## src/rtl/comparator_pkg.sv

```systemverilog
// Shared encodings for the bit-serial magnitude comparator: FSM states and verdict codes.
package comparator_pkg;

    localparam logic [1:0] IDLE  = 2'd0;
    localparam logic [1:0] SHIFT = 2'd1;
    localparam logic [1:0] DONE  = 2'd2;

    localparam logic [1:0] EQ = 2'd0;
    localparam logic [1:0] LT = 2'd1;
    localparam logic [1:0] GT = 2'd2;

endpackage

```

## src/rtl/bit_compare_cell.sv

```systemverilog
// Combinational 1-bit magnitude compare cell, built as 4:1 muxes selected by {a_bit, b_bit}.
module bit_compare_cell (
    input  logic a_bit,
    input  logic b_bit,
    output logic lt,
    output logic gt,
    output logic eq
);

    logic [1:0] sel;
    logic [3:0] lt_tbl;
    logic [3:0] gt_tbl;
    logic [3:0] eq_tbl;

    // Each table is the mux data input; entry i is the answer for {a_bit, b_bit} == i.
    assign sel    = {a_bit, b_bit};
    assign lt_tbl = 4'b0010;
    assign gt_tbl = 4'b0100;
    assign eq_tbl = 4'b1001;

    assign lt = lt_tbl[sel];
    assign gt = gt_tbl[sel];
    assign eq = eq_tbl[sel];

endmodule

```

## src/rtl/serial_magnitude_comparator_ctrl.sv

```systemverilog
// Bit-serial unsigned magnitude comparator: walks latched operands MSB->LSB through one compare cell.
// Optional macro EARLY_EXIT_EN: finish as soon as the first differing bit is seen.
module serial_magnitude_comparator_ctrl
    import comparator_pkg::*;
#(
    parameter int WIDTH = 8
) (
    input  logic             clk,
    input  logic             rst,
    input  logic             start,
    input  logic [WIDTH-1:0] a,
    input  logic [WIDTH-1:0] b,
    output logic             busy,
    output logic             done,
    output logic             lt,
    output logic             gt,
    output logic             eq
);

    localparam int IDX_W = (WIDTH > 1) ? $clog2(WIDTH) : 1;
    localparam logic [IDX_W-1:0] IDX_LAST = IDX_W'(WIDTH - 1);

    logic [1:0]       state_q, state_d;
    logic [IDX_W-1:0] index_q, index_d;
    logic             decided_q, decided_d;
    logic [1:0]       verdict_q, verdict_d;
    logic [WIDTH-1:0] a_q, a_d;
    logic [WIDTH-1:0] b_q, b_d;
    logic             lt_q, lt_d;
    logic             gt_q, gt_d;
    logic             eq_q, eq_d;

    logic cell_lt;
    logic cell_gt;
    logic cell_eq;
    logic first_diff;
    logic last_bit;

    bit_compare_cell u_cell (
        .a_bit (a_q[index_q]),
        .b_bit (b_q[index_q]),
        .lt    (cell_lt),
        .gt    (cell_gt),
        .eq    (cell_eq)
    );

    assign first_diff = !decided_q && !cell_eq;

    always_comb begin
        state_d   = state_q;
        index_d   = index_q;
        decided_d = decided_q;
        verdict_d = verdict_q;
        a_d       = a_q;
        b_d       = b_q;
        lt_d      = lt_q;
        gt_d      = gt_q;
        eq_d      = eq_q;
        last_bit  = 1'b0;

        case (state_q)
            IDLE: begin
                if (start) begin
                    a_d       = a;
                    b_d       = b;
                    index_d   = IDX_LAST;
                    decided_d = 1'b0;
                    verdict_d = EQ;
                    state_d   = SHIFT;
                end
            end
            SHIFT: begin
                if (first_diff) begin
                    decided_d = 1'b1;
                    verdict_d = cell_lt ? LT : GT;
                end
`ifdef EARLY_EXIT_EN
                last_bit = (index_q == '0) || first_diff;
`else
                last_bit = (index_q == '0);
`endif
                // Results are loaded on the way into DONE so they are valid alongside the pulse.
                if (last_bit) begin
                    state_d = DONE;
                    lt_d    = (verdict_d == LT);
                    gt_d    = (verdict_d == GT);
                    eq_d    = !decided_d;
                end else begin
                    index_d = index_q - IDX_W'(1);
                end
            end
            DONE: begin
                state_d = IDLE;
            end
            default: begin
                state_d = IDLE;
            end
        endcase
    end

    always_ff @(posedge clk) begin
        if (rst) begin
            state_q   <= IDLE;
            index_q   <= IDX_LAST;
            decided_q <= 1'b0;
            verdict_q <= EQ;
            lt_q      <= 1'b0;
            gt_q      <= 1'b0;
            eq_q      <= 1'b0;
        end else begin
            state_q   <= state_d;
            index_q   <= index_d;
            decided_q <= decided_d;
            verdict_q <= verdict_d;
            lt_q      <= lt_d;
            gt_q      <= gt_d;
            eq_q      <= eq_d;
        end
    end

    // Operand holding registers carry data only and need no reset.
    always_ff @(posedge clk) begin
        a_q <= a_d;
        b_q <= b_d;
    end

    assign busy = (state_q == SHIFT);
    assign done = (state_q == DONE);
    assign lt   = lt_q;
    assign gt   = gt_q;
    assign eq   = eq_q;

endmodule

```

## config.mk

```make
export PLATFORM = sky130hd
export DESIGN_NAME = serial_magnitude_comparator_ctrl
export DESIGN_NICKNAME = d
export VERILOG_FILES = /design/src/rtl/comparator_pkg.sv /design/src/rtl/bit_compare_cell.sv /design/src/rtl/serial_magnitude_comparator_ctrl.sv
export SDC_FILE = /design/constraint.sdc
export NUM_CORES = 1
export LEC_CHECK = 0
export BUFFER_PORTS_ARGS = -buffer_cell sky130_fd_sc_hd__buf_2
export CORE_MARGIN = 3
export CORE_UTILIZATION = 45
export CTS_CLUSTER_SIZE = 14
export DETAILED_ROUTE_END_ITERATION = 10
export PLACE_DENSITY = 0.75
export SETUP_SLACK_MARGIN = 0.02
export SLEW_MARGIN = 20
export SYNTH_ARGS = -nofsm -noshare
export SYNTH_HDL_FRONTEND = slang
export SYNTH_SLANG_ARGS = --single-unit
```

## constraint.sdc

```tcl
create_clock -name clk -period 2.4 [get_ports clk]
set_input_delay 0 -clock clk [delete_from_list [all_inputs] [get_ports clk]]
set_output_delay 0 -clock clk [all_outputs]
set_load 0.02 [all_outputs]
```

==> impl_metrics.csv <==
group,metric,value,unit
placement,port_buffers,23,
worst_setup_path,cpMaxStageDelayCell,"mux4_1",
placement,hpwlAfterDp,1570,um
global_routing,grt_max_degree,19,
placement,post_dp_cell_area,1340,um2
global_routing,grtUsageTotal,15.7,%
timing,relSlewSlack,79.3,%
timing,rsz0062_at_grt,"no",
timing,fin_crit_sh,94.8,%
timing,tightest_slew,0.311,ns
finish,layoutNonFillerInstCount,160,
floorplan,io_pins,24,
finish,antenna_cells,0,
worst_setup_path,crit_path_end_kind,"register",
pwr,netSwitchingFraction,24.5,%
floorplan,start_util,50.2,%
floorplan,die_w,57.3,um
clock_tree,htree_levels,1,
worst_setup_path,crit_required,2.63,ns
timing,maxSlewViolCount,0,
finish,final_nets,156,
pwr,combPwrFrac,15.3,%
global_routing,grt_pass1_wl,3900,um
clock_tree,clkSinkCount,27,
pwr,clkPwrFrac,23.5,%
synthesis,ys_seq_area_share,59.1,%
clock_tree,cts_tree,"built",
floorplan,core_area,2360,um2
global_routing,busiest_layer,"met2",
pwr,power_leakage,0.663,nW
finish,design_area,1560,um2
global_routing,met2_usage,26.6,%
detailed_routing,wire_per_inst,14.8,um
clock_tree,cts_setup_buffers,0,
synthesis,synth_cell_types,31,
pwr,p_per_area,556,nW/um2
global_routing,grt_pass1_vias,855,
clock_tree,clock_latency,0.33,ns
detailed_routing,vias_per_cell,5.44,
floorplan,die_h,57.3,um
detailed_routing,routed_wirelength,2360,um
worst_setup_path,path_cells,"mux4_1, mux2_2, ha_1, or2_2, a21boi_1, o32ai_1",
pwr,switchingPower,0.212,mW
clock_tree,cts_root_buffer,"clkbuf_4",
timing,max_freq,440,MHz
worst_setup_path,worst-path-buf-inv,0,
synthesis,synth_area_leaders,"edfxtp_1 41%, dfxtp_1 19%, mux4_1 8.9%",
clock_tree,clk_path_buf_depth,2,
floorplan,rows,17,
run,cap_violations,0,
worst_setup_path,critPathMaxStageDelay,0.56,ns
detailed_routing,initialDrtViolationCount,26,
worst_setup_path,crit_path_start_kind,"register",
floorplan,dieArea,3290,um2
synthesis,ys_ff_latch,27,
worst_setup_path,cp_top_family,"multiplexers",
detailed_routing,drc,0,
clock_tree,clk_pin_slew,0.15,ns
timing,min_period,2.27,ns
worst_setup_path,critPathMaxFanout,5,
status,status,"finished, final reports clean",
synthesis,syn_nets,110,
synthesis,yosys.area.top_type,"edfxtp_1",
pwr,peakVddDrop,0.000457,V
detailed_routing,first_pass_iters,4,
global_routing,grt_antenna_before_repair,0,
global_routing,grt-ovfl-total,0,
worst_setup_path,cp.arrival,2.51,ns
pwr,pwr-share-seq,61.2,%
pwr,p_int,0.654,mW
synthesis,yosysTopAreaCellShare,40.5,%
placement,place_ws,0.00366,ns
timing,timing.setup.tns,0,ns
finish,seqCellArea,704,um2
timing,setup_violations,0,
placement,dp_cells,138,
synthesis,syn_area,1180,um2
global_routing,globalRouteMet3Util,5.66,%
synthesis,ys_warn_count,0,
worst_setup_path,path_class,"reg -> reg",
finish,fill_cells,171,
finish,syn_to_final_growth,31.6,%
synthesis,postSynthAreaPerCell,13.6,um2
finish,layout-drive-gt1-share,28.0,%
clock_tree,cts_buffers,3,
detailed_routing,ant_nets,0,
detailed_routing,dr_total_vias,871,
hold_path,hp-class,"in -> reg",
finish,multi_input_area,453,um2
synthesis,syn_inst,87,
global_routing,grt_use_met1,18.2,%
placement,place.gp.congestion,0.736,
timing,clock_skew,0.00240,ns
timing,finalHoldViolCount,0,
timing,fin_ws,0.126,ns
[per-stage QoR]
step	utilization (%)	total power, mW	hold WS, ns
finish	66.0	0.866	0.369
detailed placement	56.9	0.646	0.178
floorplan	-	0.607	0.0989
CTS	65.8	0.863	0.360
global route	66.0	0.905	0.361
global placement	56.9	0.640	0.176
[routing by layer]
metal / up-vias / share of wire [%]
met5: - / 0
met4: 0 / 2.0
met3: 6 / 7.3
met2: 44 / 50
met1: 399 / 40
li1: 422 / -
[sequential cells by signal, indices dropped and copies added, names as in the netlist]
register,cells
eq,1
state_q,2
verdict_q,2
b_q,8
lt,1
decided_q,1
gt,1
index_q,3
a_q,8
[layout by cell type (no fill, tap or decap), types with 2 or more instances in the layout]
master	count
buf_2	23
mux4_1	4
edfxtp_1	16
inv_1	5
dlygate4sd3_1	18
nand2_1	4
a21oi_1	6
buf_4	3
or3_1	2
nor2_1	2
ha_1	4
mux2i_1	3
o21ai_0	3
a31oi_1	4
o32ai_1	2
nor3_1	2
clkbuf_4	3
dfxtp_1	10
[synth_stat cells]
library cell / instances
a21boi_0: 1
a21oi_1: 6
a31oi_1: 4
and2b_1: 1
and4_1: 1
and4bb_2: 1
buf_1: 1
buf_2: 1
buf_6: 1
dfxtp_1: 11
edfxtp_1: 16
ha_1: 4
inv_1: 5
mux2_2: 1
mux2i_1: 3
mux4_1: 4
nand2_1: 4
nand2b_1: 1
nand3b_1: 1
nand4bb_1: 1
nor2_1: 3
nor2b_1: 1
nor3_1: 2
nor3b_1: 2
nor4_1: 1
o21ai_0: 3
o21ba_2: 1
o32ai_1: 2
or2_2: 1
or2b_1: 1
or3_1: 2
[worst paths after layout]
path | startpoint | endpoint | slack [ns] | cells after the start
max | index_q[0] | verdict_q[1] | 0.13 | 6
min | a[6] | a_q[6] | 0.37 | 2
max reg2reg | index_q[0] | verdict_q[1] | 0.13 | 6
min reg2reg | eq | eq | 0.47 | 2
[logic make-up (layout without fill, tap and decap cells)]
kind of cell	after synthesis	after routing	share of synthesized area [%]
AOI/OAI and AO/OA	17	17	8.87
adders and majority gates	4	4	4.22
buffers and inverters	8	53	3.27
DFF	27	27	59.1
muxes	8	8	12.4
and+or+nand+nor	23	23	12.1
[timing repair]
| item | CTS | global route |
|---|---|---|
| endpoints found under the hold margin | 23 | 0 |
| endpoints found under the setup margin | 2 | 2 |
| gates resized for setup | 1 | 3 |
| hold buffers | 18 | 0 |
[power groups by stage]
stage	logic (mW)	registers (mW)	clock network, mW
3_3_place_gp	0.101	0.539	0
4_1_cts	0.128	0.530	0.204
5_1_grt	0.144	0.533	0.227
3_5_place_dp	0.106	0.541	0
6_report	0.132	0.530	0.203
2_1_floorplan	0.0750	0.532	0
[cell type report]
class                           instances  area share [%]
Clock buffer                            3            1.44
Clock inverter                          1           0.482
Inverter                                5            1.20
Multi-Input combinational cell         52            29.1
Sequential cell                        27            45.2
Tap cell                               28            2.25
Timing Repair Buffer                   44            20.4
(Power assumes the default switching activity.)
